[config.mk]
export PLATFORM = sky130hd
export DESIGN_NAME = mmio_rsp_sched
export DESIGN_NICKNAME = d
export VERILOG_FILES = /design/src/rtl/mmio_sched_pkg.sv /design/src/rtl/mmio_req_fifo.sv /design/src/rtl/mmio_rsp_sched.sv
export SDC_FILE = /design/constraint.sdc
export NUM_CORES = 1
export LEC_CHECK = 0
export CORE_AREA = 5 5 372 374
export DETAILED_ROUTE_END_ITERATION = 10
export DIE_AREA = 0 0 377 379
export SYNTH_ARGS = -nofsm -noshare
export SYNTH_HDL_FRONTEND = slang
export SYNTH_SLANG_ARGS = --single-unit
[constraint.sdc]
create_clock -name clk -period 3.9 [get_ports clk]
set_clock_uncertainty 0.05 [all_clocks]
set_input_delay 0.585 -clock clk [delete_from_list [all_inputs] [get_ports clk]]
set_output_delay 0.585 -clock clk [all_outputs]
set_load 0.1 [all_outputs]
[src/rtl/mmio_sched_pkg.sv]
// ============================================================================
// Module  : mmio_sched_pkg
// Brief   : CCI-P MMIO channel types, read-request record and scheduler states.
// Revision: 1.0
// ============================================================================
`default_nettype none

package mmio_sched_pkg;

    typedef logic [8:0] t_ccip_tid;

    typedef struct packed {
        logic [15:0] address;
        logic [1:0]  length;
        logic        rsvd;
        t_ccip_tid   tid;
    } t_ccip_c0_ReqMmioHdr;

    typedef struct packed {
        t_ccip_c0_ReqMmioHdr hdr;
        logic [511:0]        data;
        logic                rspValid;
        logic                mmioRdValid;
        logic                mmioWrValid;
    } t_if_ccip_c0_Rx;

    typedef struct packed {
        t_ccip_tid tid;
    } t_ccip_c2_RspMmioHdr;

    typedef struct packed {
        t_ccip_c2_RspMmioHdr hdr;
        logic                mmioRdValid;
        logic [63:0]         data;
    } t_if_ccip_c2_Tx;

    typedef struct packed {
        t_ccip_tid   tid;
        logic [15:0] address;
    } t_mmio_rd_req;

    typedef enum logic [1:0] {
        IDLE  = 2'd0,
        ISSUE = 2'd1,
        WAIT  = 2'd2,
        RESP  = 2'd3
    } t_sched_state;

    localparam logic [63:0] MMIO_TMO_DATA = 64'hFFFF_FFFF_FFFF_FFFF;
    localparam logic [63:0] MMIO_OOR_DATA = 64'h0;

endpackage

`default_nettype wire

[src/rtl/mmio_req_fifo.sv]
// ============================================================================
// Module  : mmio_req_fifo
// Brief   : Synchronous FIFO of MMIO read requests; wrap-bit pointers, a pop
//           frees its slot for a same-cycle push when full.
// Revision: 1.0
// ============================================================================
`default_nettype none

module mmio_req_fifo
    import mmio_sched_pkg::*;
#(
    parameter int DEPTH = 8
) (
    input  logic         clk,
    input  logic         rst_n,
    input  logic         push,
    input  t_mmio_rd_req din,
    input  logic         pop,
    output t_mmio_rd_req dout,
    output logic         full,
    output logic         empty
);

    localparam int AW = $clog2(DEPTH);
    localparam int PW = AW + 1;

    t_mmio_rd_req   r_mem [DEPTH];
    logic [PW-1:0]  r_wr_ptr;
    logic [PW-1:0]  r_rd_ptr;
    logic           w_do_push;
    logic           w_do_pop;

    assign empty     = (r_wr_ptr == r_rd_ptr);
    assign full      = (r_wr_ptr[AW] != r_rd_ptr[AW]) &&
                       (r_wr_ptr[AW-1:0] == r_rd_ptr[AW-1:0]);
    assign w_do_pop  = pop && !empty;
    assign w_do_push = push && (!full || w_do_pop);
    assign dout      = r_mem[r_rd_ptr[AW-1:0]];

    always_ff @(posedge clk or negedge rst_n) begin
        if (!rst_n) begin
            r_wr_ptr <= '0;
            r_rd_ptr <= '0;
        end else begin
            if (w_do_push) r_wr_ptr <= r_wr_ptr + PW'(1);
            if (w_do_pop)  r_rd_ptr <= r_rd_ptr + PW'(1);
        end
    end

    // Storage carries no reset; only pointer state defines occupancy.
    always_ff @(posedge clk) begin
        if (w_do_push) r_mem[r_wr_ptr[AW-1:0]] <= din;
    end

endmodule

`default_nettype wire

[src/rtl/mmio_rsp_sched.sv]
// ============================================================================
// Module  : mmio_rsp_sched
// Brief   : CCI-P MMIO owner: decodes c0 Rx reads/writes to CSR slaves,
//           serialises reads with a timeout, drives c2 Tx read responses.
//           Optional counters: MMIO_RSP_SCHED_STATS_EN.
// Revision: 1.0
// ============================================================================
`default_nettype none

module mmio_rsp_sched
    import mmio_sched_pkg::*;
#(
    parameter int N_SLV    = 4,
    parameter int SEL_W    = 4,
    parameter int RQ_DEPTH = 8,
    parameter int TIMEOUT  = 48
) (
    input  logic                 clk,
    input  logic                 rst_n,
    input  t_if_ccip_c0_Rx       rx,
    output t_if_ccip_c2_Tx       tx,
    output logic [N_SLV-1:0]     slv_rd_valid,
    output logic [N_SLV-1:0]     slv_wr_valid,
    output logic [15:0]          slv_addr,
    output logic [63:0]          slv_wdata,
    input  logic [N_SLV-1:0]     slv_rd_ack,
    input  logic [N_SLV*64-1:0]  slv_rd_data
`ifdef MMIO_RSP_SCHED_STATS_EN
    ,
    output logic [15:0]          stat_ovf_cnt,
    output logic [15:0]          stat_tmo_cnt
`endif
);

    localparam int TW = $clog2(TIMEOUT) + 1;

    t_sched_state       r_state;
    t_sched_state       w_state_nxt;
    t_mmio_rd_req       w_q_din;
    t_mmio_rd_req       w_q_head;
    logic               w_q_full;
    logic               w_q_empty;
    logic               w_q_push;
    logic               w_q_pop;
    logic [SEL_W-1:0]   w_rx_sel;
    logic [SEL_W-1:0]   w_head_sel;
    logic               w_rx_in_range;
    logic               w_head_in_range;
    logic               w_wr_hit;
    logic               w_ack;
    logic               w_tmo_hit;
    logic [63:0]        w_ack_data;
    logic [N_SLV-1:0]   r_sel_oh;
    t_ccip_tid          r_tid;
    logic [63:0]        r_data;
    logic [TW-1:0]      r_wait_cnt;
    logic [N_SLV-1:0]   r_slv_rd_valid;
    logic [N_SLV-1:0]   r_slv_wr_valid;
    logic [15:0]        r_slv_addr;
    logic [63:0]        r_slv_wdata;
    logic               w_unused;

    assign w_rx_sel        = rx.hdr.address[15 -: SEL_W];
    assign w_head_sel      = w_q_head.address[15 -: SEL_W];
    assign w_rx_in_range   = {{(32-SEL_W){1'b0}}, w_rx_sel} < 32'(N_SLV);
    assign w_head_in_range = {{(32-SEL_W){1'b0}}, w_head_sel} < 32'(N_SLV);
    assign w_wr_hit        = rx.mmioWrValid && w_rx_in_range;

    // A write wins over a simultaneous read, so the read is never queued.
    assign w_q_push    = rx.mmioRdValid && !rx.mmioWrValid;
    assign w_q_din.tid = rx.hdr.tid;
    assign w_q_din.address = rx.hdr.address;

    mmio_req_fifo #(
        .DEPTH (RQ_DEPTH)
    ) u_req_fifo (
        .clk   (clk),
        .rst_n (rst_n),
        .push  (w_q_push),
        .din   (w_q_din),
        .pop   (w_q_pop),
        .dout  (w_q_head),
        .full  (w_q_full),
        .empty (w_q_empty)
    );

    assign w_ack = |(slv_rd_ack & r_sel_oh);

    always_comb begin
        w_ack_data = '0;
        for (int i = 0; i < N_SLV; i++) begin
            if (r_sel_oh[i]) w_ack_data = w_ack_data | slv_rd_data[64*i +: 64];
        end
    end

    always_ff @(posedge clk or negedge rst_n) begin
        if (!rst_n) r_state <= IDLE;
        else        r_state <= w_state_nxt;
    end

    // Pop is held off while a write strobes so read and write never share slv_addr.
    always_comb begin
        w_state_nxt = r_state;
        w_q_pop     = 1'b0;
        w_tmo_hit   = 1'b0;
        tx          = '0;
        case (r_state)
            IDLE: begin
                if (!w_q_empty && !rx.mmioWrValid) begin
                    w_q_pop     = 1'b1;
                    w_state_nxt = w_head_in_range ? ISSUE : RESP;
                end
            end
            ISSUE: w_state_nxt = WAIT;
            WAIT: begin
                if (w_ack) begin
                    w_state_nxt = RESP;
                end else if (r_wait_cnt == TW'(TIMEOUT - 1)) begin
                    w_tmo_hit   = 1'b1;
                    w_state_nxt = RESP;
                end
            end
            RESP: begin
                tx.mmioRdValid = 1'b1;
                tx.hdr.tid     = r_tid;
                tx.data        = r_data;
                w_state_nxt    = IDLE;
            end
            default: w_state_nxt = IDLE;
        endcase
    end

    always_ff @(posedge clk or negedge rst_n) begin
        if (!rst_n) begin
            r_slv_rd_valid <= '0;
            r_slv_wr_valid <= '0;
            r_slv_addr     <= '0;
            r_slv_wdata    <= '0;
            r_sel_oh       <= '0;
            r_tid          <= '0;
            r_data         <= '0;
            r_wait_cnt     <= '0;
        end else begin
            r_slv_rd_valid <= '0;
            r_slv_wr_valid <= '0;
            if (w_wr_hit) begin
                r_slv_wr_valid <= N_SLV'(1) << w_rx_sel;
                r_slv_addr     <= rx.hdr.address;
                r_slv_wdata    <= rx.data[63:0];
            end
            if (w_q_pop) begin
                r_tid    <= w_q_head.tid;
                r_sel_oh <= N_SLV'(1) << w_head_sel;
                r_data   <= MMIO_OOR_DATA;
                if (w_head_in_range) begin
                    r_slv_rd_valid <= N_SLV'(1) << w_head_sel;
                    r_slv_addr     <= w_q_head.address;
                end
            end
            if (r_state == ISSUE)     r_wait_cnt <= '0;
            else if (r_state == WAIT) r_wait_cnt <= r_wait_cnt + TW'(1);
            if (r_state == WAIT && w_ack) r_data <= w_ack_data;
            else if (w_tmo_hit)           r_data <= MMIO_TMO_DATA;
        end
    end

    assign slv_rd_valid = r_slv_rd_valid;
    assign slv_wr_valid = r_slv_wr_valid;
    assign slv_addr     = r_slv_addr;
    assign slv_wdata    = r_slv_wdata;

`ifdef MMIO_RSP_SCHED_STATS_EN
    logic        w_rd_drop;
    logic [15:0] r_ovf_cnt;
    logic [15:0] r_tmo_cnt;

    assign w_rd_drop = rx.mmioRdValid && (rx.mmioWrValid || (w_q_full && !w_q_pop));

    always_ff @(posedge clk or negedge rst_n) begin
        if (!rst_n) begin
            r_ovf_cnt <= '0;
            r_tmo_cnt <= '0;
        end else begin
            if (w_rd_drop && r_ovf_cnt != 16'hFFFF) r_ovf_cnt <= r_ovf_cnt + 16'd1;
            if (w_tmo_hit && r_tmo_cnt != 16'hFFFF) r_tmo_cnt <= r_tmo_cnt + 16'd1;
        end
    end

    assign stat_ovf_cnt = r_ovf_cnt;
    assign stat_tmo_cnt = r_tmo_cnt;
    assign w_unused     = ^{rx.rspValid, rx.hdr.length, rx.hdr.rsvd, rx.data[511:64]};
`else
    assign w_unused     = ^{rx.rspValid, rx.hdr.length, rx.hdr.rsvd, rx.data[511:64], w_q_full};
`endif

endmodule

`default_nettype wire
Yosys cells after proc, flatten, opt, wreduce, memory -nomap -nowiden
Memory sizes are Yosys's and may differ from the RTL's.
Index checks and enable logic that the tools add are counted.
Storage, ports and cells
  bits in writable memories: 200
  memories kept: 1
  output and inout bits: 162
  logic and storage cells: 76
  register bits: 182
Operators by class
  mux-type cells: 28
  eq/ne operators: 9
  order comparisons: 2
  shift-type cells: 2
  bitwise gates (word level): 4
  $add $sub $neg: 3
  reductions and logical operators: 16
Memories
  u_req_fifo.r_mem: depth 8, width 25, read ports 1, clocked after Yosys merged registers in 0, wr ports 1, line mmio_req_fifo.sv:27  | t_mmio_rd_req r_mem [DEPTH];
Operators with widths (count)
  $mux W64: 7
  $or A64 B64 Y64: 3
  $mux W74: 1
  $mux W16: 3
  $mux W7: 2
  $mux W4: 3
  $add A4 B1 Y4 const B: 2
  $lt A4 B3 Y1 const B: 2
  $mux W2: 4
  $pmux W2 S4: 1
  $shl A1 B4 Y4 const A: 2
  $add A7 B1 Y7 const B: 1
  $eq A7 B6 Y1 const B: 1
  $logic_and A1 B1 Y1: 7
  $mux W1: 7
  $and A4 B4 Y4: 1
  $eq A2 B2 Y1 const B: 2
  $eq A4 B4 Y1: 1
  $reduce_or A4 Y1: 1
  $eq A3 B3 Y1: 1
  $logic_not A1 Y1: 3
  $ne A3 B3 Y1 const B: 1
  $reduce_bool A3 Y1: 1
  $eq A2 B1 Y1 const B: 1
  6 further kinds: 6

Depth between registers and ports, before layout
Gate-level depths: netlist (run 1).
  depth in word-level cells: 10
  gate-level depth with buffers: 8
  depth with buffers taken out: 6

Modules after synthesis
Synthesis (run 1) repeated with hierarchy kept, for this count alone.
Second synthesis, totals
  cell total of the unflattened synthesis: 1277
  area total of the unflattened synthesis: 16794.9 µm²
Modules (own cells, without submodules)
  mmio_rsp_sched: instances 1, cells an instance 931, area an instance 8569.5 µm²
  mmio_req_fifo: instances 1, cells an instance 346, area an instance 8225.4 µm²

Worst setup path before layout (run 1)
OpenSTA, ideal clock, no wires.
  kind: register to register
  start point: reg u_req_fifo.r_rd_ptr[1]
  end point: mem u_req_fifo.r_mem[1][0] (netlist name), enable pin
  clock period less this slack: 3.521 ns
  path slack: 0.379 ns
  data required time: 3.406 ns
  path buffers: 1
  setup time: 0.444 ns
  cell stages (with the launch flop): 7
  arrival: 3.027 ns
  cells stage by stage: dfrtp_1 -> buf_4 -> xnor2_1 -> nand3_1 -> o311a_1 -> nand2b_1 -> nor3b_1
Between the ends
  word-level cells in the longest chain between the ends: 10
  elaborated cells between the ends (all ways): 13
  those cells by class: eq/ne (2); mux (4); reduce/logical (7)
Ends and longest elaborated chain
  from (decl): line mmio_req_fifo.sv:29  | logic [PW-1:0] r_rd_ptr;
  from (signal assigned): line mmio_req_fifo.sv:46  | if (w_do_pop) r_rd_ptr <= r_rd_ptr + PW'(1);
  $eq A4 B4 Y1: line mmio_req_fifo.sv:33  | assign empty = (r_wr_ptr == r_rd_ptr);
  $logic_not A1 Y1: line mmio_req_fifo.sv:36, mmio_rsp_sched.sv:109
  $logic_and A1 B1 Y1: line mmio_rsp_sched.sv:109  | if (!w_q_empty && !rx.mmioWrValid) begin
  $mux W1: line mmio_rsp_sched.sv:109
  $mux W1: line mmio_rsp_sched.sv:107  | case (r_state)
  $logic_and A1 B1 Y1: line mmio_req_fifo.sv:36  | assign w_do_pop = pop && !empty;
  $logic_or A1 B1 Y1 *: line mmio_req_fifo.sv:37  | assign w_do_push = push && (!full || w_do_pop);
  $logic_and A1 B1 Y1 *: line mmio_req_fifo.sv:37
  $mux W1 *: line mmio_req_fifo.sv:52  | if (w_do_push) r_mem[r_wr_ptr[AW-1:0]] <= din;
  $mux W1 (implied by the code) *: line mmio_req_fifo.sv:52
  to (decl): line mmio_req_fifo.sv:27
Mark *: on every way between the ends. The rest lies on a longest branch, timed or not.

Final worst setup path (run 1)
  start point: reg r_sel_oh[1]
  end point: reg r_data[62]
Between the ends
  word-level cells in the longest chain between the ends: 6
  elaborated cells between the ends (all ways): 13
  those cells by class: mux (7); bitwise (3); reduce/logical (3)
Ends and longest elaborated chain
  from (decl): line mmio_rsp_sched.sv:53  | logic [N_SLV-1:0] r_sel_oh;
  from (signal assigned): line mmio_rsp_sched.sv:153  | r_sel_oh <= N_SLV'(1) << w_head_sel;
  $and A4 B4 Y4 or $mux W64 (tied branches): line mmio_rsp_sched.sv:87, mmio_rsp_sched.sv:92
  $reduce_or A4 Y1 or $or A64 B64 Y64 (tied branches): line mmio_rsp_sched.sv:87, mmio_rsp_sched.sv:92
  $mux W1 or $mux W64 (tied branches): line mmio_rsp_sched.sv:116, mmio_rsp_sched.sv:92
  $mux W1 or $or A64 B64 Y64 (tied branches): line mmio_rsp_sched.sv:107, mmio_rsp_sched.sv:92
  $mux W64 (on tied branches): line mmio_rsp_sched.sv:163, mmio_rsp_sched.sv:92
  $mux W64: line mmio_rsp_sched.sv:162  | if (r_state == WAIT && w_ack) r_data <= w_ack_data;
  to (signal assigned): line mmio_rsp_sched.sv:162
  to (decl): line mmio_rsp_sched.sv:55  | logic [63:0] r_data;
Parallel ways exist; a longest one is shown, timed or not.
A chain may end at the register's enable or synchronous reset.

==> qor.txt, run 1 <==
outcome -> completed
WL final -> 69400 um
GPL Wtd Cong -> 0.786
actual slew at the worst max-slew pin -> 1.12 ns
crit-path cells -> buf_4 -> a22oi_1 -> a21boi_4 -> buf_4 -> a221o_1
critical path endpoint category -> flop
# rows -> 135
Synth cell types -> 49
largest net degree at the start of global routing -> 76
Leakage Power -> 9.61 nW
#FFs+latches synth -> 382
top cell type's share of synthesized area -> 0.364
synth warn -> 0
final setup fails -> 0
CP Data Required Time -> 4.36 ns
fraction of registers with async set/reset -> 0.476
Hold Crit Class -> flop to flop
layout cell share with drive strength beyond 1 -> 0.139
Max stage delay cell, worst path -> buf_4
Post-synth EDFFs -> 200
core area -> 135000 sq um
synthesis-to-layout area growth -> 51.5%
clk_lat worst skew -> 0.58 ns
CP Launch Type -> flop
Crit path top cell by count -> buf_4
Clock Tree Buf Depth -> 3
clk slew on worst S/H paths -> 0.06 ns
Slew Viols, Final -> 0
Critical Path AT -> 3.73 ns
max_slew headroom -> 0.254
synthesized area per cell -> 13.2 sq um
most frequent cell after synthesis -> nand2_1
CTS root buf -> clkbuf_16
syn_nets -> 2064
leading cell types by count after synthesis -> nand2_1 (293), edfxtp_1 (200), dfrtp_1 (182), a22oi_1 (130), and2_1 (74)
main flop type after synthesis -> edfxtp_1
Post-Synthesis Cells -> 1251
Antenna Violating Nets Remaining -> 0
gr usage total -> 0.0913
DRC viols -> 0
vias in the first global route -> 12.8k
Ports -> 967
Fin Setup TNS -> 0 ns
Max Cap Viol -> 0
post-CTS setup buffer count -> 0
Power Density -> 623 nW/um^2
fin crit share -> 0.839
Die Span Y -> 379 um
grt total ovfl -> 0
Total Die Area -> 143000 sq um
register area share after synthesis -> 0.640
crit path kind -> flop to flop
RSZ-0062 raised after global routing -> no
Num CTS Buffers -> 42
Die Span X -> 377 um
CP max FO -> 65
DP HPWL -> 51100 um
Sequential Area -> 10600 sq um
first-pass GRT wire length -> 94600 um
area of the mapped netlist -> 16500 sq um
First-pass DRT Iterations -> 5
initial antenna violation count -> 22
# fillers -> 14.7k
area occupied by multi-input gates -> 5500 sq um
Tmin final -> 3.27 ns
Critical Path Max Stage Delay -> 0.66 ns
Wirelength per Cell -> 19.5 um
fin nets -> 2560
CTS tree -> done
via/cell ratio -> 3.53
H-tree Lvls -> 2
final core utilization -> 0.186
Max Clock Freq -> 306 MHz
vias post-DR -> 12.6k
Port Buffers -> 514
top post-synthesis cells by area -> edfxtp_1 (36%), dfrtp_1 (28%), nand2_1 (6.7%), mux4_2 (6.3%), a22oi_1 (5.9%)
dominant cell type by area after synthesis -> edfxtp_1
Starting Density -> 0.123
worst vdd ir -> 722 uV
Iteration-0 DRC Markers -> 833
final hold vios -> 0
clk sinks -> 382
-- cells in the final DEF, fill, tap and decap left out, types with 5 or more instances in the layout --
cell type          n
a221o_1           64
a22oi_1          130
a31oi_1           10
and2_1            74
buf_12             7
buf_4            103
clkbuf_1           8
clkbuf_16         42
clkbuf_8           6
clkdlybuf4s50_1  436
clkinv_1           5
clkinv_2           9
dfrtp_1          176
dfrtp_2            6
edfxtp_1         200
ha_1               7
inv_1              7
mux2i_1           40
mux4_2            46
nand2_1          293
nand3_1            5
nor2_1            25
o21ai_0            5
xnor2_1            8
-- sequential cells by signal, indices dropped and copies added, names as in the netlist, 7 cells and up --
signal,flops
u_req_fifo.r_mem,200
r_data,64
slv_wdata,64
slv_addr,16
r_tid,9
r_wait_cnt,7
-- per-stage QoR --
step	std cells	power, W	area (sq um)	worst slack (ns)	hold slack (ns)
finish	3564	0.0156	25000	0.627	0.423
global route	3561	0.0164	25000	0.426	0.434
CTS	3560	0.0159	25000	0.629	0.421
detailed placement	3483	0.0119	23600	0.621	0.414
global placement	3483	0.0118	23600	0.630	0.411
floorplan	1251	0.00956	16500	0.379	0.239
-- cells by family after synthesis --
group | after synthesis | share of synthesized area
flip-flops | 382 | 0.640
XOR/XNOR | 12 | 0.00637
AO/OA/AOI/OAI | 230 | 0.113
adder cells (fa/ha/maj) | 8 | 0.00607
AND/OR/NAND/NOR | 427 | 0.115
multiplexers | 89 | 0.0891
buffers and inverters | 103 | 0.0295
-- final timing paths --
kind | start | to | slack (ns) | cells past startpoint
worst max-delay path | r_sel_oh[1]$_DFFE_PN0N_ | r_data[62]$_DFFE_PN0P_ | 0.63 | 5
worst min-delay path | slv_wdata[13]$_DFFE_PN0P_ | slv_wdata[13]$_DFFE_PN0P_ | 0.42 | 2
worst max register to register | r_sel_oh[1]$_DFFE_PN0N_ | r_data[62]$_DFFE_PN0P_ | 0.63 | 5
worst min register to register | slv_wdata[13]$_DFFE_PN0P_ | slv_wdata[13]$_DFFE_PN0P_ | 0.42 | 2
max in group asynchronous | rst_n | slv_wdata[60]$_DFFE_PN0P_ | 2.39 | 3
min in group asynchronous | rst_n | r_data[31]$_DFFE_PN0P_ | 0.47 | 2
-- layout make-up --
cell class,count,share of cell area
clock inverter,20,0.00751
multi-input combinational,766,0.220
antenna,4,0.000401
sequential,382,0.423
timing repair buffer,548,0.212
tap,1781,0.0892
inverter,7,0.00105
clock buffer,56,0.0466
-- layer usage --
metal / vias up / track usage / routed length, um
met2: 573 / 0.147 / 32100
met5: - / 0 / 113
met3: 101 / 0.0369 / 6340
met1: 6229 / 0.114 / 29300
met4: 14 / 0.0226 / 1540
li1: 5658 / - / -
-- timing repair --
action,in CTS,in global routing
resized for setup,0,0
hold endpoints to repair,44,0
hold buffers,1,0
-- worst max-delay path, delay by kind of cell, from the launching register on --
kind / cells / cell delay, ns
AOI/OAI and AO/OA: 3 / 1.31
buffers and inverters: 2 / 1.29
DFF: 1 / 0.36
-- power breakdown --
part           total [W]  switching (W)  internal, W  leakage, nW
combinational    0.00648        0.00446      0.00202         4.79
clock            0.00391        0.00172      0.00219        0.665
sequential       0.00518       0.000352      0.00483         4.15
Power figures use the tool's default switching activity.
==> run 2, diff against run 1 <==
--- a/config.mk
+++ b/config.mk
@@ -5,9 +5,9 @@
 export SDC_FILE = /design/constraint.sdc
 export NUM_CORES = 1
 export LEC_CHECK = 0
-export CORE_AREA = 5 5 372 374
+export CORE_AREA = 5 5 376 378
 export DETAILED_ROUTE_END_ITERATION = 10
-export DIE_AREA = 0 0 377 379
+export DIE_AREA = 0 0 381 383
 export SYNTH_ARGS = -nofsm -noshare
 export SYNTH_HDL_FRONTEND = slang
 export SYNTH_SLANG_ARGS = --single-unit
==> constraint.sdc (replaced) <==
create_clock -name clk -period 2.6 [get_ports clk]
set_clock_uncertainty 0.05 [all_clocks]
set_input_delay 0.39 -clock clk [delete_from_list [all_inputs] [get_ports clk]]
set_output_delay 0.39 -clock clk [all_outputs]
set_load 0.1 [all_outputs]
==> qor.txt, run 2 (synthesis gave the netlist of run 1 again) <==
outcome -> completed
Total Die Area -> 146000 sq um (+2.1%)
CTS root buf -> clkbuf_16
Leakage Power -> 10.2 nW (+6.6%)
vias post-DR -> 12.7k (+0.84%)
WL final -> 75100 um (+8.2%)
layout cell share with drive strength beyond 1 -> 0.240 (+0.101)
DRC viols -> 0 (unchanged)
via/cell ratio -> 3.51 (-0.39%)
Critical Path AT -> 2.97 ns (-0.76 ns)
vias in the first global route -> 13.1k (+2.3%)
clk sinks -> 382 (unchanged)
final hold vios -> 0 (unchanged)
final setup fails -> 0 (unchanged)
core area -> 137000 sq um (+1.9%)
clk slew on worst S/H paths -> 0.06 ns (about the same)
CP Launch Type -> flop
Comb power frac -> 0.426 (+0.010)
GPL Wtd Cong -> 0.857 (+9.0%)
dpl ws -> -0.0857 ns (-0.707 ns)
fin crit share -> 0.958 (+0.118)
Max Cap Viol -> 0 (unchanged)
Num CTS Buffers -> 42 (unchanged)
synthesis-to-layout area growth -> 59.9%
Starting Density -> 0.120 (-0.00226)
crit path kind -> flop to flop
commonest cells after routing, fill and taps aside -> clkdlybuf4s50_1 (351), nand2_1 (293), edfxtp_1 (200)
Ports -> 967 (unchanged)
DP HPWL -> 57200 um (+12%)
grt total ovfl -> 0 (unchanged)
CP max FO -> 26 (-60%)
Die Span Y -> 383 um (+1.1%)
Port Buffers -> 514 (unchanged)
reg2reg setup slack -> 0.11 ns (-0.52 ns)
Clk network pwr share -> 0.259 (+0.008)
Die Span X -> 381 um (+1.1%)
final core utilization -> 0.192 (+0.00672)
Clock Tree Buf Depth -> 3 (unchanged)
P_int -> 0.0144 W (+60%)
initial antenna violation count -> 33 (+50%)
actual slew at the worst max-slew pin -> 1.08 ns (-0.0408 ns)
Iteration-0 DRC Markers -> 876 (+5.2%)
max_slew headroom -> 0.281 (+0.0272)
First-pass DRT Iterations -> 5 (unchanged)
# fillers -> 14.8k (+0.95%)
Max Clock Freq -> 402 MHz (+31%)
sequential power share -> 0.314 (-0.019)
Slew Viols, Final -> 0 (unchanged)
Power Density -> 927 nW/um^2 (+49%)
fin nets -> 2589 (+1.1%)
Antenna Violating Nets Remaining -> 0 (unchanged)
max reg flops -> 200 (unchanged)
CTS tree -> done
CP Data Required Time -> 3.08 ns (-1.28 ns)
clk_lat worst skew -> 0.60 ns (+0.02 ns)
first-pass GRT wire length -> 103000 um (+9.1%)
critical path endpoint category -> flop
commonest non-fill, non-tap cell in the layout -> clkdlybuf4s50_1
gr usage total -> 0.0990 (+0.00768)
Tmin final -> 2.49 ns (-0.783 ns)
# rows -> 136 (+0.74%)
RSZ-0062 raised after global routing -> no
NetSw -> 0.0100 W (+53%)
worst vdd ir -> 1010 uV (+40%)
largest net degree at the start of global routing -> 66 (-13%)
H-tree Lvls -> 2 (unchanged)
Cells after DPL -> 3524 (+1.2%)
Hold Crit Class -> input pin to flop
post-route insts no fill -> 3608 (+1.2%)
Switching Fraction -> 0.409 (-0.0105)
PnR worst setup slack -> 0.110 ns (-0.517 ns)
Wirelength per Cell -> 20.8 um (+6.9%)
-- run 2: final cells by class --
| class | count | area, sq um | share of cell area |
|---|---|---|---|
| Tap cell | 1794 | 2240 | 0.0851 |
| Sequential cell | 382 | 10600 | 0.401 |
| Timing Repair Buffer | 577 | 6420 | 0.243 |
| Inverter | 7 | 26.3 | 0.000996 |
| Clock inverter | 24 | 332 | 0.0126 |
| Multi-Input combinational cell | 766 | 5640 | 0.214 |
| Antenna cell | 6 | 15.0 | 0.000569 |
| Clock buffer | 52 | 1130 | 0.0428 |
-- run 2: metrics by stage --
stage | total power, W | hold slack [ns] | TNS (ns) | instance area (sq um)
2_1_floorplan | 0.0144 | 0.0444 | -9.78 | 16600
3_3_place_gp | 0.0183 | 0.346 | -3.94 | 24900
3_5_place_dp | 0.0183 | 0.347 | -4.06 | 24900
4_1_cts | 0.0249 | 0.175 | 0 | 26400
5_1_grt | 0.0257 | 0.225 | 0 | 26400
6_report | 0.0244 | 0.266 | 0 | 26400
-- run 2: power by group through the flow --
stage / clock network (W) / logic [W] / registers (W)
finish: 0.00634 / 0.0104 / 0.00768
floorplan: 0 / 0.00470 / 0.00969
CTS: 0.00660 / 0.0106 / 0.00768
detailed placement: 0 / 0.0106 / 0.00777
global placement: 0 / 0.0106 / 0.00775
global route: 0.00682 / 0.0111 / 0.00777
-- run 2: final timing paths --
path,from,endpoint,cells after the start
max,r_wait_cnt[0]$_DFFE_PN0P_,r_data[34]$_DFFE_PN0P_,6
min,rx[58],slv_wdata[55]$_DFFE_PN0P_,3
max reg2reg,r_wait_cnt[0]$_DFFE_PN0P_,r_data[34]$_DFFE_PN0P_,6
min reg2reg,slv_wdata[6]$_DFFE_PN0P_,slv_wdata[6]$_DFFE_PN0P_,2
max in group asynchronous,rst_n,slv_wdata[51]$_DFFE_PN0P_,3
min in group asynchronous,rst_n,r_data[25]$_DFFE_PN0P_,2
-- run 2: worst max-delay path: stages, from the launching register on --
cell and delay (ns):
dfrtp_1 0.37, ha_1 0.21, nand3_1 0.13, nor4b_1 0.62, and4_2 0.65, buf_12 0.24
a221o_1 0.14
-- run 2: metal layers --
layer | track usage | vias up | part of all wire
li1 | - | 5712 | -
met1 | 0.119 | 6250 | 0.40
met2 | 0.165 | 586 | 0.48
met3 | 0.0365 | 115 | 0.089
met4 | 0.0318 | 18 | 0.028
met5 | 0 | - | 0.0017
-- run 2: what timing repair did --
action                                 in CTS  in global routing
setup buffers                               1                  0
pin swaps                                   1                  1
setup endpoints to repair                  15                 64
resized for setup                           1                  1
hold buffers                                1                  0
endpoints found under the hold margin      47                  0
==> run 3, diff against run 2 <==
--- a/config.mk
+++ b/config.mk
@@ -6,6 +6,8 @@
 export NUM_CORES = 1
 export LEC_CHECK = 0
 export CORE_AREA = 5 5 376 378
+export CTS_BUF_LIST = sky130_fd_sc_hd__clkbuf_4 sky130_fd_sc_hd__clkbuf_8
+export CTS_CLUSTER_DIAMETER = 150
 export DETAILED_ROUTE_END_ITERATION = 10
 export DIE_AREA = 0 0 381 383
 export SYNTH_ARGS = -nofsm -noshare
==> qor.txt, run 3 (synthesis gave the netlist of run 1 again) <==
CP Data Required Time -> 3.17 ns (+0.09 ns)
CP Launch Type -> flop
clk sinks -> 382 (unchanged)
layout cell share with drive strength beyond 1 -> 0.269 (+0.0286)
Total Die Area -> 146000 sq um (unchanged)
# fillers -> 14.8k (+0.18%)
PnR worst setup slack -> 0.137 ns (+0.0266 ns)
grt total ovfl -> 0 (unchanged)
DRC viols -> 0 (unchanged)
dpl ws -> -0.0857 ns (unchanged)
max reg flops -> 200 (unchanged)
fin nets -> 2622 (+1.3%)
Starting Density -> 0.120 (unchanged)
vias in the first global route -> 13.3k (+1.9%)
commonest non-fill, non-tap cell in the layout -> clkdlybuf4s50_1
Max Cap Viol -> 0 (unchanged)
clk slew on worst S/H paths -> 0.07 ns (about the same)
core area -> 137000 sq um (unchanged)
Power Density -> 925 nW/um^2 (-0.23%)
max_slew headroom -> 0.260 (-0.0206)
CP max FO -> 26 (unchanged)
WL final -> 76600 um (+1.9%)
# rows -> 136 (unchanged)
CTS root buf -> clkbuf_8
final setup fails -> 0 (unchanged)
Max Clock Freq -> 406 MHz (+1.1%)
Clock Tree Buf Depth -> 3 (unchanged)
reg2reg setup slack -> 0.14 ns (+0.03 ns)
final hold vios -> 0 (unchanged)
crit path kind -> flop to flop
Cells after DPL -> 3524 (unchanged)
via/cell ratio -> 3.55 (+0.99%)
vias post-DR -> 13.0k (+2.6%)
clk_lat worst skew -> 0.70 ns (+0.10 ns)
worst vdd ir -> 925 uV (-8.6%)
Die Span X -> 381 um (unchanged)
First-pass DRT Iterations -> 6 (+1)
Leakage Power -> 10.4 nW (+1.5%)
first-pass GRT wire length -> 105000 um (+1.2%)
fin crit share -> 0.947 (-0.0102)
GPL Wtd Cong -> 0.857 (unchanged)
Port Buffers -> 514 (unchanged)
total power -> 0.0245 W (+0.36%)
gr usage total -> 0.101 (+0.00199)
commonest cells after routing, fill and taps aside -> clkdlybuf4s50_1 (351), nand2_1 (293), edfxtp_1 (200)
Wirelength per Cell -> 20.9 um (+0.30%)
Antenna Violating Nets Remaining -> 0 (unchanged)
Slew Viols, Final -> 0 (unchanged)
Die Span Y -> 383 um (unchanged)
initial antenna violation count -> 34 (+3.0%)
fin area -> 26500 sq um (+0.59%)
CTS tree -> done
critical path endpoint category -> flop
Iteration-0 DRC Markers -> 928 (+5.9%)
Ports -> 967 (unchanged)
largest net degree at the start of global routing -> 66 (unchanged)
post-route insts no fill -> 3666 (+1.6%)
Critical Path AT -> 3.04 ns (+0.07 ns)
Num CTS Buffers -> 70 (+67%)
Hold Crit Class -> input pin to flop
actual slew at the worst max-slew pin -> 1.11 ns (+0.0309 ns)
outcome -> completed
H-tree Lvls -> 3 (+1)
Tmin final -> 2.46 ns (-0.0266 ns)
DP HPWL -> 57200 um (unchanged)
Area after DPL -> 24900 sq um (unchanged)
synthesis-to-layout area growth -> 60.9%
run 3: metrics by stage:
step / utilization / TNS, ns / hold WS, ns
floorplan: - / -9.78 / 0.0444
global placement: 0.181 / -3.94 / 0.346
detailed placement: 0.181 / -4.06 / 0.347
CTS: 0.193 / -0.133 / 0.0351
global route: 0.193 / -0.0251 / 0.0736
finish: 0.193 / 0 / 0.162
run 3: area by class of cell:
cell class	count	area, sq um	area share
timing repair buffer	582	6500	0.245
tap	1794	2240	0.0846
inverter	7	26.3	0.000990
multi-input combinational	766	5670	0.214
clock buffer	104	1280	0.0483
antenna	7	17.5	0.000660
sequential	382	10600	0.398
clock inverter	24	220	0.00830
run 3: power by group:
part / internal [W] / switching [W] / leakage, nW
registers: 0.00725 / 0.000433 / 4.15
clock network: 0.00342 / 0.00276 / 0.809
logic: 0.00361 / 0.00706 / 5.44
run 3: routing by layer:
layer  vias up  global-route usage  wire length, um
met2       644               0.166            36900
li1       5796                   -                -
met3       144              0.0380             6630
met1      6410               0.120            30400
met5         -                   0              113
met4        18              0.0390             2570
run 3: path summary, 6_finish.rpt:
kind                                            from  depth (start not counted)                         to
setup / recovery           r_wait_cnt[0]$_DFFE_PN0P_                          6     r_data[34]$_DFFE_PN0P_
hold / removal                                rx[58]                          3  slv_wdata[55]$_DFFE_PN0P_
setup reg to reg           r_wait_cnt[0]$_DFFE_PN0P_                          6     r_data[34]$_DFFE_PN0P_
hold reg to reg            slv_wdata[36]$_DFFE_PN0P_                          2  slv_wdata[36]$_DFFE_PN0P_
max in group asynchronous                      rst_n                          3  slv_wdata[46]$_DFFE_PN0P_
min in group asynchronous                      rst_n                          2     r_data[15]$_DFFE_PN0P_
run 3: what timing repair did:
action | CTS | global route
endpoints found under the hold margin | 84 | 0
pin swaps | 0 | 2
hold buffers | 1 | 0
buffers inserted | 4 | 0
gates resized for setup | 13 | 4
cloned | 1 | 1
endpoints found under the setup margin | 64 | 67
run 3: critical path, stage by stage, from the launching register on:
cell     delay [ns]
dfrtp_1        0.37
ha_1           0.21
nand3_1        0.13
nor4b_1        0.60
and4_2         0.63
buf_12         0.24
a221o_1        0.14
